<file path="src/rtl/toggle_event_receiver_pkg.sv">
// ----------------------------------------------------------------------------
// toggle_event_receiver_pkg
// Shared constants for the toggle event receiver:
//   CNT_W_DEFAULT  default width of the pending-event counter
//   PRIME_CYCLES   prime counter load value after reset
//   ST_PRIME/ST_RUN state encoding of the receiver FSM
// ----------------------------------------------------------------------------
package toggle_event_receiver_pkg;

    localparam int CNT_W_DEFAULT = 4;
    localparam int PRIME_CYCLES  = 3;

    localparam logic [0:0] ST_PRIME = 1'b0;
    localparam logic [0:0] ST_RUN   = 1'b1;

    typedef logic [1:0] prime_cnt_t;

endpackage

</file>
<file path="src/rtl/toggle_event_receiver_if.sv">
// ----------------------------------------------------------------------------
// toggle_event_receiver_if
// Event handshake between the receiver (master) and its consumer (slave).
//   evt_valid  receiver -> consumer  at least one event pending
//   pending    receiver -> consumer  registered count of undelivered events
//   overflow   receiver -> consumer  sticky: an event was lost
//   evt_ready  consumer -> receiver  consumer takes one event this cycle
//   ovf_clr    consumer -> receiver  clear the overflow flag
// ----------------------------------------------------------------------------
interface toggle_event_receiver_if
    import toggle_event_receiver_pkg::*;
#(
    parameter int CNT_W = CNT_W_DEFAULT
);

    logic             evt_valid;
    logic [CNT_W-1:0] pending;
    logic             overflow;
    logic             evt_ready;
    logic             ovf_clr;

    modport master (
        output evt_valid,
        output pending,
        output overflow,
        input  evt_ready,
        input  ovf_clr
    );

    modport slave (
        input  evt_valid,
        input  pending,
        input  overflow,
        output evt_ready,
        output ovf_clr
    );

endinterface

</file>
<file path="src/rtl/toggle_sync2.sv">
// ----------------------------------------------------------------------------
// toggle_sync2
// Two-flop synchronizer for a single asynchronous level.
//   clk    sampling clock
//   reset  synchronous active-high reset, clears both flops
//   d      asynchronous input level
//   q      synchronized level, two clocks behind d
// ----------------------------------------------------------------------------
module toggle_sync2 (
    input  logic clk,
    input  logic reset,
    input  logic d,
    output logic q
);

    logic s1;

    // NOTE: sequential state is always assigned with <= so every flop samples
    // the pre-edge value of its neighbour; with = the chain would collapse.
    always_ff @(posedge clk) begin
        if (reset) begin
            s1 <= 1'b0;
            q  <= 1'b0;
        end else begin
            s1 <= d;
            q  <= s1;
        end
    end

endmodule

</file>
<file path="src/rtl/toggle_event_receiver.sv">
// ----------------------------------------------------------------------------
// toggle_event_receiver
// Turns every level change of a remote toggle line into one queued event and
// hands events to a consumer with a valid/ready handshake.
//   clk     single clock
//   reset   synchronous active-high reset
//   T_in    asynchronous toggle line, each level change is one event
//   evt_if  master side of the event handshake (evt_valid, pending, overflow
//           out; evt_ready, ovf_clr in)
//   Q, Qn   synchronized T_in level and its inverse
// Latency: a T_in change stable before edge n is counted at edge n+3
// (two sync flops plus one registered edge pulse).
// ----------------------------------------------------------------------------
module toggle_event_receiver
    import toggle_event_receiver_pkg::*;
#(
    parameter int CNT_W = CNT_W_DEFAULT
) (
    input  logic                            clk,
    input  logic                            reset,
    input  logic                            T_in,
    toggle_event_receiver_if.master         evt_if,
    output logic                            Q,
    output logic                            Qn
);

    localparam logic [CNT_W-1:0] PEND_MAX = '1;

    logic             s2;
    logic             s3;
    logic             edge_q;
    logic [0:0]       state;
    prime_cnt_t       prime_cnt;
    logic [CNT_W-1:0] pending_q;
    logic [CNT_W-1:0] pending_nxt;
    logic             overflow_q;
    logic             ovf_set;
    logic             accept;

    toggle_sync2 u_sync (
        .clk   (clk),
        .reset (reset),
        .d     (T_in),
        .q     (s2)
    );

    assign Q  = s2;
    assign Qn = ~s2;

    // Sync tail, edge pulse and prime sequencing. While priming, the chain
    // fills with the post-reset T_in level; any difference it shows against
    // the cleared s3 is not a real event, so edges are only captured in RUN.
    always_ff @(posedge clk) begin
        if (reset) begin
            s3        <= 1'b0;
            edge_q    <= 1'b0;
            state     <= ST_PRIME;
            prime_cnt <= prime_cnt_t'(PRIME_CYCLES);
        end else begin
            s3     <= s2;
            edge_q <= (state == ST_RUN) && (s2 != s3);
            case (state)
                ST_PRIME: begin
                    if (prime_cnt == '0) begin
                        state <= ST_RUN;
                    end else begin
                        prime_cnt <= prime_cnt - 2'd1;
                    end
                end
                default: state <= ST_RUN;
            endcase
        end
    end

    // evt_valid is decoded from the registered count only.
    assign evt_if.evt_valid = (pending_q != '0);
    assign accept           = evt_if.evt_valid & evt_if.evt_ready;

    // NOTE: every signal written here gets a default first, so no path leaves
    // a value unassigned and no latch is inferred.
    always_comb begin
        pending_nxt = pending_q;
        ovf_set     = 1'b0;
        case ({edge_q, accept})
            2'b10: begin
                if (pending_q == PEND_MAX) begin
                    ovf_set = 1'b1;
                end else begin
                    pending_nxt = pending_q + CNT_W'(1);
                end
            end
            // accept implies pending_q != 0, so this never wraps
            2'b01:   pending_nxt = pending_q - CNT_W'(1);
            // detect plus accept in one cycle cancel out
            default: pending_nxt = pending_q;
        endcase
    end

    always_ff @(posedge clk) begin
        if (reset) begin
            pending_q  <= '0;
            overflow_q <= 1'b0;
        end else begin
            pending_q <= pending_nxt;
            // a new loss outranks a simultaneous clear
            if (ovf_set) begin
                overflow_q <= 1'b1;
            end else if (evt_if.ovf_clr) begin
                overflow_q <= 1'b0;
            end
        end
    end

    assign evt_if.pending  = pending_q;
    assign evt_if.overflow = overflow_q;

endmodule

</file>
<file path="src/flat_wrapper.sv">
// flat-port wrapper written by rule: the top's interface ports become plain ports
module toggle_event_receiver_flat import toggle_event_receiver_pkg::*;
#(
    parameter int CNT_W = CNT_W_DEFAULT
)
  (clk, reset, T_in, Q, Qn, evt_if_evt_valid, evt_if_pending, evt_if_overflow, evt_if_evt_ready, evt_if_ovf_clr);
  toggle_event_receiver_if #(.CNT_W(CNT_W)) evt_if_i ();
  input  logic clk;
  input  logic reset;
  input  logic T_in;
  output logic Q;
  output logic Qn;
  output wire logic [$bits(evt_if_i.evt_valid)-1:0] evt_if_evt_valid;
  output wire logic [$bits(evt_if_i.pending)-1:0] evt_if_pending;
  output wire logic [$bits(evt_if_i.overflow)-1:0] evt_if_overflow;
  input wire logic [$bits(evt_if_i.evt_ready)-1:0] evt_if_evt_ready;
  input wire logic [$bits(evt_if_i.ovf_clr)-1:0] evt_if_ovf_clr;
  assign evt_if_evt_valid = evt_if_i.evt_valid;
  assign evt_if_pending = evt_if_i.pending;
  assign evt_if_overflow = evt_if_i.overflow;
  assign evt_if_i.evt_ready = evt_if_evt_ready;
  assign evt_if_i.ovf_clr = evt_if_ovf_clr;
  toggle_event_receiver #(.CNT_W(CNT_W)) u_core (.clk(clk), .reset(reset), .T_in(T_in), .evt_if(evt_if_i), .Q(Q), .Qn(Qn));
endmodule
</file>
<file path="config.mk">
export PLATFORM = sky130hd
export DESIGN_NAME = toggle_event_receiver_flat
export DESIGN_NICKNAME = d
export VERILOG_FILES = /design/src/rtl/toggle_event_receiver_pkg.sv /design/src/rtl/toggle_event_receiver_if.sv /design/src/rtl/toggle_sync2.sv /design/src/rtl/toggle_event_receiver.sv /design/src/flat_wrapper.sv
export SDC_FILE = /design/constraint.sdc
export NUM_CORES = 1
export LEC_CHECK = 0
export ABC_AREA = 1
export CAP_MARGIN = 20
export CORE_AREA = 4 4 41 43
export CTS_CLUSTER_DIAMETER = 30
export DETAILED_ROUTE_END_ITERATION = 6
export DIE_AREA = 0 0 45 47
export PLACE_DENSITY = 0.76
export SLEW_MARGIN = 0
export SYNTH_ARGS = -nofsm -noshare
export SYNTH_HDL_FRONTEND = slang
export SYNTH_SLANG_ARGS = --single-unit
</file>
<file path="constraint.sdc">
create_clock -name clk -period 1.7 [get_ports clk]
set_input_delay 0.17 -clock clk [delete_from_list [all_inputs] [get_ports clk]]
set_output_delay 0.17 -clock clk [all_outputs]
set_load 0.005 [all_outputs]
</file>
==> run summary <==
The flow ran to the end, and the final reports show no timing, DRC or antenna violations. Of all flip-flops after synthesis, the portion carrying an async set or reset was 0. The final cycle utilization of the critical path came out at 0.934.

The proportion of synthesized chip area in sequential cells came out at 0.412. The via count of the first global-routing pass came out at 469. In the global route stage, overall resource usage came out at 0.117. The total count of max-transition violations in the final report came to 0. The number of ports placed on the die boundary is 13. The summed instance area of the synthesized netlist is 583 um^2.

The tool flagged a number of max-cap violations equal to 0. The number of cells produced by synthesis is 73. After detailed routing, the average wire length per cell comes to 10.1 um. The die height came out at 47 um.

Counting flops with a built-in enable in the synthesized netlist gives 0. The DRC violations left is 0. The wire length of the first global-routing pass is 1.83 mm. The clock-pin slew on the worst setup and hold paths came out at 0.07 ns. The achievable clock frequency came out at 630 MHz. The final worst slack is 0.112 ns. The count of H-tree levels built during CTS came out at 1.

After routing the design area is 823 um^2. After synthesis the netlist holds a flip-flop and latch count of 12. The global placer's final weighted congestion is 0.794.

The clock latency on the worst-skew pair came out at 0.26 ns. The pre-CTS worst setup slack is -0.0543 ns. Hold repair after CTS inserted 0 buffers. In this run the core area contains 13 standard-cell rows. The maximum fanout along the worst path came out at 3. The post-layout total power came out at 1.38 mW. Entering global routing, the biggest net connects 10 pins. The leakage power is 0.407 nW. The sum of negative setup slack is 0 ns. The width of the die is 45 um.

The remaining max-slew budget at the tightest pin came out at 0.802. STA puts the critical path data required time at 1.84 ns. For this block, the via count after detailed routing is 518. The hold violation total from the final report came to 0.

Detailed placement finished with a half-perimeter wire length of 854 um. The layout overhead on the synthesized area is 41.2%. The total nets after synthesis is 82. The total power divided by cell area is 1680 nW/um^2. The kind of end point of the critical path is a flip-flop. The peak supply drop came out at 0.000910 V. On the critical path, the stage with the largest delay is an instance of fa_1. The type of element launching the critical path is a flip-flop. The kind of critical path is reg2reg.

The detail route stage leaves a number of antenna-violating nets equal to 0. The count of nets after finishing came out at 106. The worst clock skew came out at 0.000369 ns. The length of the first detailed-routing pass in iterations is 6. The count of routing violations after the opening detailed-route iteration is 9. The signal on the critical path passes through nor2_2, nand2_2, nand3b_4, buf_4, fa_1, xor2_1, nand2_1, o21ai_0, nor2_1. The total detailed-routing wirelength came out at 1.12 mm. The worst hold slack across all endpoints came out at 0.406 ns. The maximum clock insertion buffer count came out at 2. The count of input and output buffers came out at 12. The min-delay analysis places its worst path in the category reg2reg. The number of warnings reported in the yosys synthesis log is 0. The total buffers and inverters traversed by the critical path came out at 1. The initial core utilization is 0.448. The tree is rooted in a clkbuf_4. The ratio of routed vias to standard cells is 4.67. The total placed instance area came out at 756 um^2. The number of antenna violations at the first check in global routing is 0. The number of antenna cells inserted is 0. The clock sink total is 12. In this run, CTS created clock tree buffers numbering 3.

The total global routing overflow came out at 0. The full die area came out at 2120 um^2. The share of the core filled with cells is 0.633. Counting tap cells, the placed design contains a total of 105 instances. The dominant delay contributor by cell family on the critical path is adder cells. The CTS tree is yes.

In the final layout, the share of cells above drive strength 1 is 0.250. The most used flip-flop cell after synthesis is dfxtp_1. The filler-free cell count of the finished design is 111. The setup-violating endpoint count in the final report is 0. The slew at the pin with the worst max-slew slack came out at 0.296 ns.

The average cell area after synthesis is 7.99 um^2. For the worst setup path, the data arrival time is 1.73 ns. Yosys mapped the design onto 18 distinct sky130hd cell types. The clock period minus worst slack is 1.59 ns. The critical path's largest stage delay came out at 0.37 ns. In this run the standard cell core region covers 1300 um^2.
-- where the power goes --
part | switching, mW | internal (mW)
clock network | 0.0891 | 0.130
registers | 0.0389 | 0.354
logic | 0.375 | 0.396
total | 0.503 | 0.879
-- sequential cells by signal, indices dropped and copies added (netlist names) --
| name | count |
|---|---|
| u_core.evt_if.overflow | 1 |
| u_core.u_sync.q | 1 |
| u_core.edge_q | 1 |
| u_core.s3 | 1 |
| u_core.prime_cnt | 2 |
| u_core.u_sync.s1 | 1 |
| u_core.evt_if.pending | 4 |
| u_core.state | 1 |
-- routing by layer --
metal / global-route usage / routed length, um
met1: 0.134 / 476
met2: 0.195 / 552
met3: 0.0421 / 77
met4: 0.0526 / 13
met5: 0 / 0
-- tightest hold or removal path, stage by stage, from the launching register on --
cell and delay (ns):
dfxtp_1 0.30, inv_1 0.04, nor2_1 0.03
-- layout by cell type, fill, tap and decap left out, types with 2 or more instances in the layout --
cell              n
ha_1              3
o21ai_0           5
dfxtp_2           2
nor2_2            2
clkbuf_4          3
nor2_1           11
a21oi_1           5
inv_1            14
buf_4             8
clkdlybuf4s50_1  12
dfxtp_1          10
nand2_1           5
nand2_2           5
-- logic make-up after synthesis --
kind of cell / after synthesis / share of synthesized area
simple gates: 28 / 0.245
buf+inv: 15 / 0.109
compound gates: 13 / 0.120
flops: 12 / 0.412
fa+ha+maj: 4 / 0.0987
xor+xnor: 1 / 0.0150
-- Yosys cell counts (all sizes together), types with 2 or more instances --
cell | count | area share
nor2 | 13 | 0.084
dfxtp | 12 | 0.41
inv | 14 | 0.090
nand3b | 2 | 0.047
ha | 3 | 0.064
nand3 | 2 | 0.026
a21oi | 6 | 0.052
nand2 | 10 | 0.077
o21ai | 5 | 0.043
-- timing repair --
| action | 4_1_cts | 5_1_grt |
|---|---|---|
| resized for setup | 0 | 7 |
| buffers inserted | 0 | 2 |
| endpoints found under the setup margin | 0 | 1 |
-- area by class of cell --
cell class                 count  area [um^2]
clock buffer                   4         36.3
multi-input combinational     46          293
tap                           15         18.8
fill                         118          478
timing repair buffer          20          180
sequential                    12          243
inverter                      14         52.6
-- final timing paths --
path | from | endpoint | slack [ns] | cells after the start
min reg2reg | u_core.u_sync.s1 | u_core.u_sync.q | 0.41 | 2
max | u_core.evt_if.pending[0] | u_core.evt_if.pending[2] | 0.11 | 9
max reg2reg | u_core.evt_if.pending[0] | u_core.evt_if.pending[2] | 0.11 | 9
min | u_core.u_sync.s1 | u_core.u_sync.q | 0.41 | 2
Power figures use the tool's default switching activity.
